==> src/rtl/wptr_full_ctrl.sv <==
// Write-side pointer, full/almost-full flags and occupancy estimate for an async FIFO.
// Keeps binary and Gray write pointers and compares them against the synchronized read pointer.
module wptr_full_ctrl #(
  parameter int unsigned ASIZE        = 4,
  parameter int unsigned AFULL_THRESH = 12
) (
  input  logic             wclk,
  input  logic             wrst_n,
  input  logic             winc,
  input  logic [ASIZE:0]   rptr_sync,
  input  logic             wovf_clr,
  output logic [ASIZE:0]   wptr,
  output logic [ASIZE-1:0] waddr,
  output logic             wfull,
  output logic             walmost_full,
  output logic [ASIZE:0]   wlevel,
  output logic             wovf
);

  localparam int unsigned PW = ASIZE + 1;

  logic [PW-1:0] wbin;
  logic [PW-1:0] wbin_next_c;
  logic [PW-1:0] wgray_next_c;
  logic [PW-1:0] rbin_c;
  logic [PW-1:0] level_next_c;
  logic [PW-1:0] rptr_full_c;
  logic          wen_c;
  logic          full_next_c;
  logic          afull_next_c;

  // Gray-to-binary: each binary bit is the XOR of all Gray bits at or above it.
  for (genvar g = 0; g < PW; g++) begin : g_rbin
    assign rbin_c[g] = ^(rptr_sync >> g);
  end

  // Full when the next write pointer equals the read pointer with its top two Gray bits inverted.
  always_comb begin
    wen_c        = winc & ~wfull;
    wbin_next_c  = wbin + PW'(wen_c);
    wgray_next_c = (wbin_next_c >> 1) ^ wbin_next_c;
    rptr_full_c  = {~rptr_sync[ASIZE:ASIZE-1], rptr_sync[ASIZE-2:0]};
    full_next_c  = (wgray_next_c == rptr_full_c);
    level_next_c = wbin_next_c - rbin_c;
    afull_next_c = (level_next_c >= PW'(AFULL_THRESH));
  end

  always_ff @(posedge wclk or negedge wrst_n) begin
    if (!wrst_n) begin
      wbin         <= '0;
      wptr         <= '0;
      wfull        <= 1'b0;
      walmost_full <= 1'b0;
      wlevel       <= '0;
    end else begin
      wbin         <= wbin_next_c;
      wptr         <= wgray_next_c;
      wfull        <= full_next_c;
      walmost_full <= afull_next_c;
      wlevel       <= level_next_c;
    end
  end

  // Sticky overflow: a rejected write outranks a same-cycle clear.
  always_ff @(posedge wclk or negedge wrst_n) begin
    if (!wrst_n) begin
      wovf <= 1'b0;
    end else if (winc && wfull) begin
      wovf <= 1'b1;
    end else if (wovf_clr) begin
      wovf <= 1'b0;
    end
  end

  assign waddr = wbin[ASIZE-1:0];

endmodule

==> config.mk <==
export PLATFORM = sky130hd
export DESIGN_NAME = wptr_full_ctrl
export DESIGN_NICKNAME = d
export VERILOG_FILES = /design/src/rtl/wptr_full_ctrl.sv
export SDC_FILE = /design/constraint.sdc
export NUM_CORES = 1
export LEC_CHECK = 0
export ABC_CLOCK_PERIOD_IN_PS = 3200
export CAP_MARGIN = 5
export CORE_MARGIN = 3
export CORE_UTILIZATION = 35
export CTS_CLUSTER_SIZE = 28
export DETAILED_ROUTE_END_ITERATION = 10
export HOLD_SLACK_MARGIN = 0.03
export PLACE_DENSITY_LB_ADDON = 0.3
export SYNTH_ARGS = -nofsm -noshare
export SYNTH_HDL_FRONTEND = slang
export SYNTH_SLANG_ARGS = --single-unit
export TNS_END_PERCENT = 5
==> constraint.sdc <==
create_clock -name wclk -period 3.2 [get_ports wclk]
set_clock_uncertainty 0.05 [all_clocks]
set_input_delay 0.64 -clock wclk [delete_from_list [all_inputs] [get_ports wclk]]
set_output_delay 0.64 -clock wclk [all_outputs]
set_load 0.02 [all_outputs]
-- Word level (Yosys, flattened, before mapping)
Index checks and enable logic that the tools add are counted.
- $add $sub $neg: 2
- magnitude comparators: 1
- eq/ne operators: 1
- muxes and demuxes: 2
- bitwise gates (word level): 4
- reductions and logical operators: 7
- operators with widths (cell ; number):
    5-bit parity ; 5
    5-bit by 1-bit adder with 5-bit output ; 1
    5-bit == test ; 1
    5-bit by 4-bit greater-or-equal comparator with 1-bit output, second input constant ; 1
    5-bit subtractor ; 1
    4-bit by 5-bit bitwise XOR with 5-bit output ; 1
    1-bit two-way mux ; 2
    2-bit NOT ; 1
    2-bit nonzero test ; 1
    1-bit AND ; 1
    1-bit logical AND ; 1
    1-bit NOT ; 1
- bits in registers: 18
- input bits: 9
- output and inout port bits: 17

-- Logic depth before layout (Yosys ltp)
Gate-level depths: netlist of the first run.
- word-level depth: 5
- gate-level depth with buffers: 12
- depth with buffers taken out: 11

-- Worst setup path before layout of the first run
OpenSTA, ideal clock, no wires.
- path type: input to register
- start: in winc
- end: reg walmost_full
- library setup time: 0.120 ns
- arrival: 2.727 ns
- setup slack: 0.303 ns
- stages: 12
- path buffers: 1
- cells stage by stage: nor2b_1 > ha_1 > ha_1 > xnor2_2 > inv_1 > ha_1 > clkbuf_1 > a21o_1 > a31o_1 > a21oi_1 > xnor2_1 > a31o_1
- cells in the longest elaborated chain, start to end: 4
- ends and longest elaborated chain (element ; line ; RTL):
    start: declaration ; 9 ; input logic winc,
    1-bit AND ; 39 ; wen_c = winc & ~wfull;
    5-bit by 1-bit adder with 5-bit output ; 40 ; wbin_next_c = wbin + PW'(wen_c);
    net wbin_next_c[2] ; 23 ; logic [PW-1:0] wbin_next_c;
    5-bit subtractor ; 44 ; level_next_c = wbin_next_c - rbin_c;
    net level_next_c[4] ; 26 ; logic [PW-1:0] level_next_c;
    5-bit by 4-bit greater-or-equal comparator with 1-bit output ; 45 ; afull_next_c = (level_next_c >= PW'(AFULL_THRESH));
    net afull_next_c ; 30 ; logic afull_next_c;
    end signal: assignment ; 59 ; walmost_full <= afull_next_c;
    end: declaration ; 15 ; output logic walmost_full,
The timed path passes the listed nets, and every way through them passes these cells.
A chain may end at the register's enable or synchronous reset.

-- Worst setup path in the final report of the first run
Same ends and word-level chain as after synthesis.

==> flow_summary.toml, run 1 <==
[outcome]
status = "completed"

[worst_setup_path]
r2r-start = "wfull"
worstSetupPathType = "primary input to register"
ff2ff_path_depth = 11
cp.arrival_ns = 2.98
r2r_end = "walmost_full"
r2r_slack_ns = 0.80
critPathCaptureType = "register"
cp.required_ns = 3.34
start_kind = "primary input"
critPathMaxFanout = 8

[synth]
yosysMostFrequentCell = "dfrtp_1"
mappedNetlistNets = 92
yosys.area.top_type = "dfrtp_1"
yosysWarnings = 0
yosysUniqueCellTypes = 24
synthCells = 77
synthFlopType = "dfrtp_1"
async_flop_share_pct = 100
synthTopCellsByArea = "dfrtp_1, xnor2_1, ha_1, xnor2_2, xor2_1"
synth_top_area_share_pct = 47.6
synth_edf_count = 0
synth-seq-cells = 17
syn_area_per_cell_sq_um = 11.6
synthTopCellsByCount = "dfrtp_1, xnor2_1, xor2_1, ha_1, inv_1"
ys_seq_area_share_pct = 47.6
synth.cell_area_sq_um = 895

[drt]
wirelength_um = 1680
drcViolationCount = 0
wl_per_cell_um = 12.0
ant_nets = 0
vias_per_cell = 4.66
dr.pass1.iters = 4
initialDrtViolationCount = 17
vias = 652

[timing]
grt_setup_unrepaired = "no"
hold_violations = 0
maxSlewHeadroom_pct = 49.8
setup_ws_ns = 0.361
fmax_ghz = 0.352
hold_slack_ns = 0.483
setup_violations = 0
fin_setup_tns_ns = 0
tightestPinTransition_ns = 0.751
fin_crit_ns = 2.84
finalCritPeriodShare_pct = 88.7
drv_slew = 0

[power_and_ir_drop]
leakage_nw = 0.554
ir_drop_mv = 0.747
pwr_density_cell_mw_per_mm2 = 1290

[finish]
stdcell_area_sq_mm = 0.00126
finalNetCount = 128
antenna_cells = 0
syn_to_final_growth_pct = 40.7
drive_gt1_share_pct = 13.4
finalNonFillerCells = 140

[die]
core_region_area_sq_mm = 0.00232
initial_utilization_pct = 38.6
io_pins = 26
dieArea_sq_mm = 0.00320
row_count = 17
die_h_um = 56.6
die_w_um = 56.6

[flow_run]
maxCapViolCount = 0

[clocking]
cts_made_buffers = 3
clock_path_buffers = 2
cts_tree = "yes"
htreeDepth = 1
postCtsSetupBuffers = 0
clock-sinks = 17
clkTransAtPathRegs_ns = 0.10
clk_latency_ns = 0.29
clockRootBuffer = "clkbuf_4"
cts_hold_buf = 0
post_cts_resized = 0

[min_path]
whs_endpoint = "wovf"
hold_class = "register to register"
min-delay-start = "wovf"
holdPathStages = 2

[global_route]
antenna_found_initial = 0
grt_pass1_wl_um = 3020
grt_max_degree = 18
grt-ovfl-total = 0
grt_pass1_vias = 654
grt_usage_pct = 12.6

[placement]
gp_congestion = 0.737
numPortBuffers = 25
hpwl_um = 1330
place_ws_ns = 0.0611
dpl.cell_count = 136
placed_cell_area_sq_mm = 0.00123
[cell type report]
type | count | area (sq um)
Inverter | 6 | 22.5
Fill cell | 192 | 1060
Timing Repair Buffer | 33 | 310
Tap cell | 28 | 35.0
Clock buffer | 4 | 26.3
Sequential cell | 17 | 425
Multi-Input combinational cell | 52 | 439
[worst max path at each step]
| stage | from | to | slack (ns) | cells past startpoint |
|---|---|---|---|---|
| 2_1_floorplan | winc | walmost_full | 0.30 | 12 |
| 4_1_cts | winc | walmost_full | 0.36 | 12 |
| 6_report | winc | walmost_full | 0.36 | 12 |
| 3_5_place_dp | winc | walmost_full | 0.06 | 12 |
| 3_3_place_gp | winc | walmost_full | 0.08 | 12 |
| 5_1_grt | winc | walmost_full | 0.22 | 12 |
[critical path, stage by stage]
cell	delay [ns]
clkdlybuf4s50_1	0.41
nor2b_1	0.14
ha_1	0.20
ha_1	0.23
xnor2_2	0.17
inv_1	0.08
ha_1	0.31
buf_4	0.17
a31o_1	0.17
a21oi_1	0.16
xnor2_1	0.11
a31o_1	0.19
[logic make-up (layout without fill, tap and decap cells)]
logic type | Yosys count | after routing | share of synthesized area (%)
xor+xnor | 21 | 21 | 23.9
flops | 17 | 17 | 47.6
compound gates | 13 | 13 | 10.1
simple gates | 12 | 12 | 6.71
buf+inv | 8 | 43 | 3.36
fa+ha+maj | 6 | 6 | 8.39
[power by group]
part           leakage (nW)  total, W  switching (W)  internal, W
Clock                0.0150  0.000116      0.0000672    0.0000485
Combinational         0.336   0.00112       0.000556     0.000561
Sequential            0.202  0.000389      0.0000540     0.000335
[cell usage in the layout (no fill, tap or decap), types with 3 or more instances in the layout]
cell type,n
ha_1,6
xor2_1,7
inv_1,6
buf_4,8
xnor2_1,10
dfrtp_1,17
nand3_1,3
clkdlybuf4s50_1,25
nor2_1,3
xnor2_2,4
a21oi_1,3
clkbuf_4,3
[metal layers]
layer  vias up  track usage (%)  wire length (um)
li1        334                -                 -
met1       294             14.7               752
met2        22             20.0               781
met3         2             4.14               121
met4         0             7.12                19
met5         -                0                 0
[flip-flops by register name, indices dropped and copies added, names as in the netlist]
signal        flops
wptr              4
walmost_full      1
wlevel            5
wbin              5
wfull             1
wovf              1
[through the flow]
step	total power, W	utilization [%]
3_3_place_gp	0.00150	53.2
2_1_floorplan	0.00110	-
4_1_cts	0.00165	54.3
5_1_grt	0.00177	54.3
6_report	0.00162	54.3
3_5_place_dp	0.00152	53.2
No activity file was read; power rests on OpenSTA's default activity.
==> run 2, diff against run 1 <==
--- a/config.mk
+++ b/config.mk
@@ -13,6 +13,7 @@
 export DETAILED_ROUTE_END_ITERATION = 10
 export HOLD_SLACK_MARGIN = 0.03
 export PLACE_DENSITY_LB_ADDON = 0.3
+export SKIP_CTS_REPAIR_TIMING = 1
 export SYNTH_ARGS = -nofsm -noshare
 export SYNTH_HDL_FRONTEND = slang
 export SYNTH_SLANG_ARGS = --single-unit
==> results of run 2 <==
No change in the layout: final DEF, timing and power equal those of run 1.
==> run 3, diff against run 2 <==
--- a/config.mk
+++ b/config.mk
@@ -13,6 +13,7 @@
 export DETAILED_ROUTE_END_ITERATION = 10
 export HOLD_SLACK_MARGIN = 0.03
 export PLACE_DENSITY_LB_ADDON = 0.3
+export RECOVER_POWER = 25
 export SKIP_CTS_REPAIR_TIMING = 1
 export SYNTH_ARGS = -nofsm -noshare
 export SYNTH_HDL_FRONTEND = slang
==> run 3 against run 2 <==
Cell count unchanged. Register-to-register slack about the same. Via count unchanged. Hold slack unchanged. Non-clock buffer count unchanged. Critical path type unchanged. Critical endpoint unchanged.
==> flow_summary.toml, run 3 (synthesized netlist as in run 1, its figures left out) <==
[power_and_ir_drop]
leakage_nw = 0.554
ir_drop_mv = 0.747
pwr_density_cell_mw_per_mm2 = 1290

[worst_setup_path]
cp.arrival_ns = 2.98
r2r_slack_ns = 0.80
critPathCaptureType = "register"
start_kind = "primary input"
worstSetupPathType = "primary input to register"
cp.required_ns = 3.34
critPathMaxFanout = 8

[timing]
fmax_ghz = 0.352
grt_setup_unrepaired = "no"
setup_ws_ns = 0.361
finalCritPeriodShare_pct = 88.7
fin_setup_tns_ns = 0
drv_slew = 0
setup_violations = 0
hold_violations = 0
fin_crit_ns = 2.84
maxSlewHeadroom_pct = 49.3
tightestPinTransition_ns = 0.758
hold_slack_ns = 0.483

[global_route]
grt_max_degree = 18
grt-ovfl-total = 0
grt_usage_pct = 12.6
antenna_found_initial = 0
grt_pass1_wl_um = 3020
grt_pass1_vias = 654

[clocking]
htreeDepth = 1
clk_latency_ns = 0.29
clkTransAtPathRegs_ns = 0.10
clock-sinks = 17
cts_tree = "yes"
clock_path_buffers = 2
cts_made_buffers = 3
clockRootBuffer = "clkbuf_4"

[drt]
vias = 652
wirelength_um = 1670
ant_nets = 0
drcViolationCount = 0
dr.pass1.iters = 4
vias_per_cell = 4.66
wl_per_cell_um = 12.0
initialDrtViolationCount = 17

[finish]
fin_util_pct = 54.3
seq_area_sq_um = 425
multi_input_area_sq_um = 439
syn_to_final_growth_pct = 40.7
finalNetCount = 128
drive_gt1_share_pct = 13.4
reg_top3 = "wbin: 5 flops, wlevel: 5 flops, wptr: 4 flops"
nFillCells = 192
stdcell_area_sq_mm = 0.00126
antenna_cells = 0
final_common_cell = "clkdlybuf4s50_1"
layout_common_cells = "clkdlybuf4s50_1, dfrtp_1, xnor2_1"

[placement]
placed_cell_area_sq_mm = 0.00123
numPortBuffers = 25
gp_congestion = 0.737
place_ws_ns = 0.0611
hpwl_um = 1330

[die]
die_w_um = 56.6
core_region_area_sq_mm = 0.00232
io_pins = 26
row_count = 17
dieArea_sq_mm = 0.00320
die_h_um = 56.6
initial_utilization_pct = 38.6

[min_path]
hold_class = "register to register"

[flow_run]
maxCapViolCount = 0

[outcome]
status = "completed"
==> run 3: area by class of cell <==
class | instances | area share, %
timing repair buffer | 33 | 24.7
tap | 28 | 2.78
multi-input combinational | 52 | 34.9
sequential | 17 | 33.8
clock buffer | 4 | 2.09
inverter | 6 | 1.79
==> run 3: where the power goes <==
| group | switching, W | internal [W] |
|---|---|---|
| sequential | 0.0000540 | 0.000334 |
| clock | 0.0000672 | 0.0000485 |
| combinational | 0.000556 | 0.000561 |
| total | 0.000678 | 0.000944 |
==> run 3: worst max-delay path: stages <==
cell and delay (ns):
clkdlybuf4s50_1 0.41, nor2b_1 0.14, ha_1 0.20, ha_1 0.23
xnor2_2 0.17, inv_1 0.08, ha_1 0.31, buf_4 0.17
a31o_1 0.17, a21oi_1 0.16, xnor2_1 0.11, a31o_1 0.19
==> run 3: per-stage QoR <==
step | total power [W] | cells
global route | 0.00177 | 140
global placement | 0.00150 | 136
floorplan | 0.00110 | 77
finish | 0.00162 | 140
CTS | 0.00165 | 140
detailed placement | 0.00152 | 136
==> run 3: per-layer routing <==
| metal | wire [um] | GRT usage (%) | up-vias | part of all wire [%] |
|---|---|---|---|---|
| met1 | 751 | 14.7 | 294 | 45 |
| met2 | 781 | 20.0 | 22 | 47 |
| met5 | 0 | 0 | - | 0 |
| li1 | - | - | 334 | - |
| met4 | 19 | 7.12 | 0 | 1.1 |
| met3 | 121 | 4.14 | 2 | 7.2 |
==> run 3: path summary, 6_finish.rpt <==
check,start,end,cells past startpoint
min in group asynchronous,wrst_n,wlevel[3],1
setup reg to reg,wfull,walmost_full,11
hold reg to reg,wovf,wovf,2
max in group asynchronous,wrst_n,wptr[1],1
hold / removal,wovf,wovf,2
setup / recovery,winc,walmost_full,12
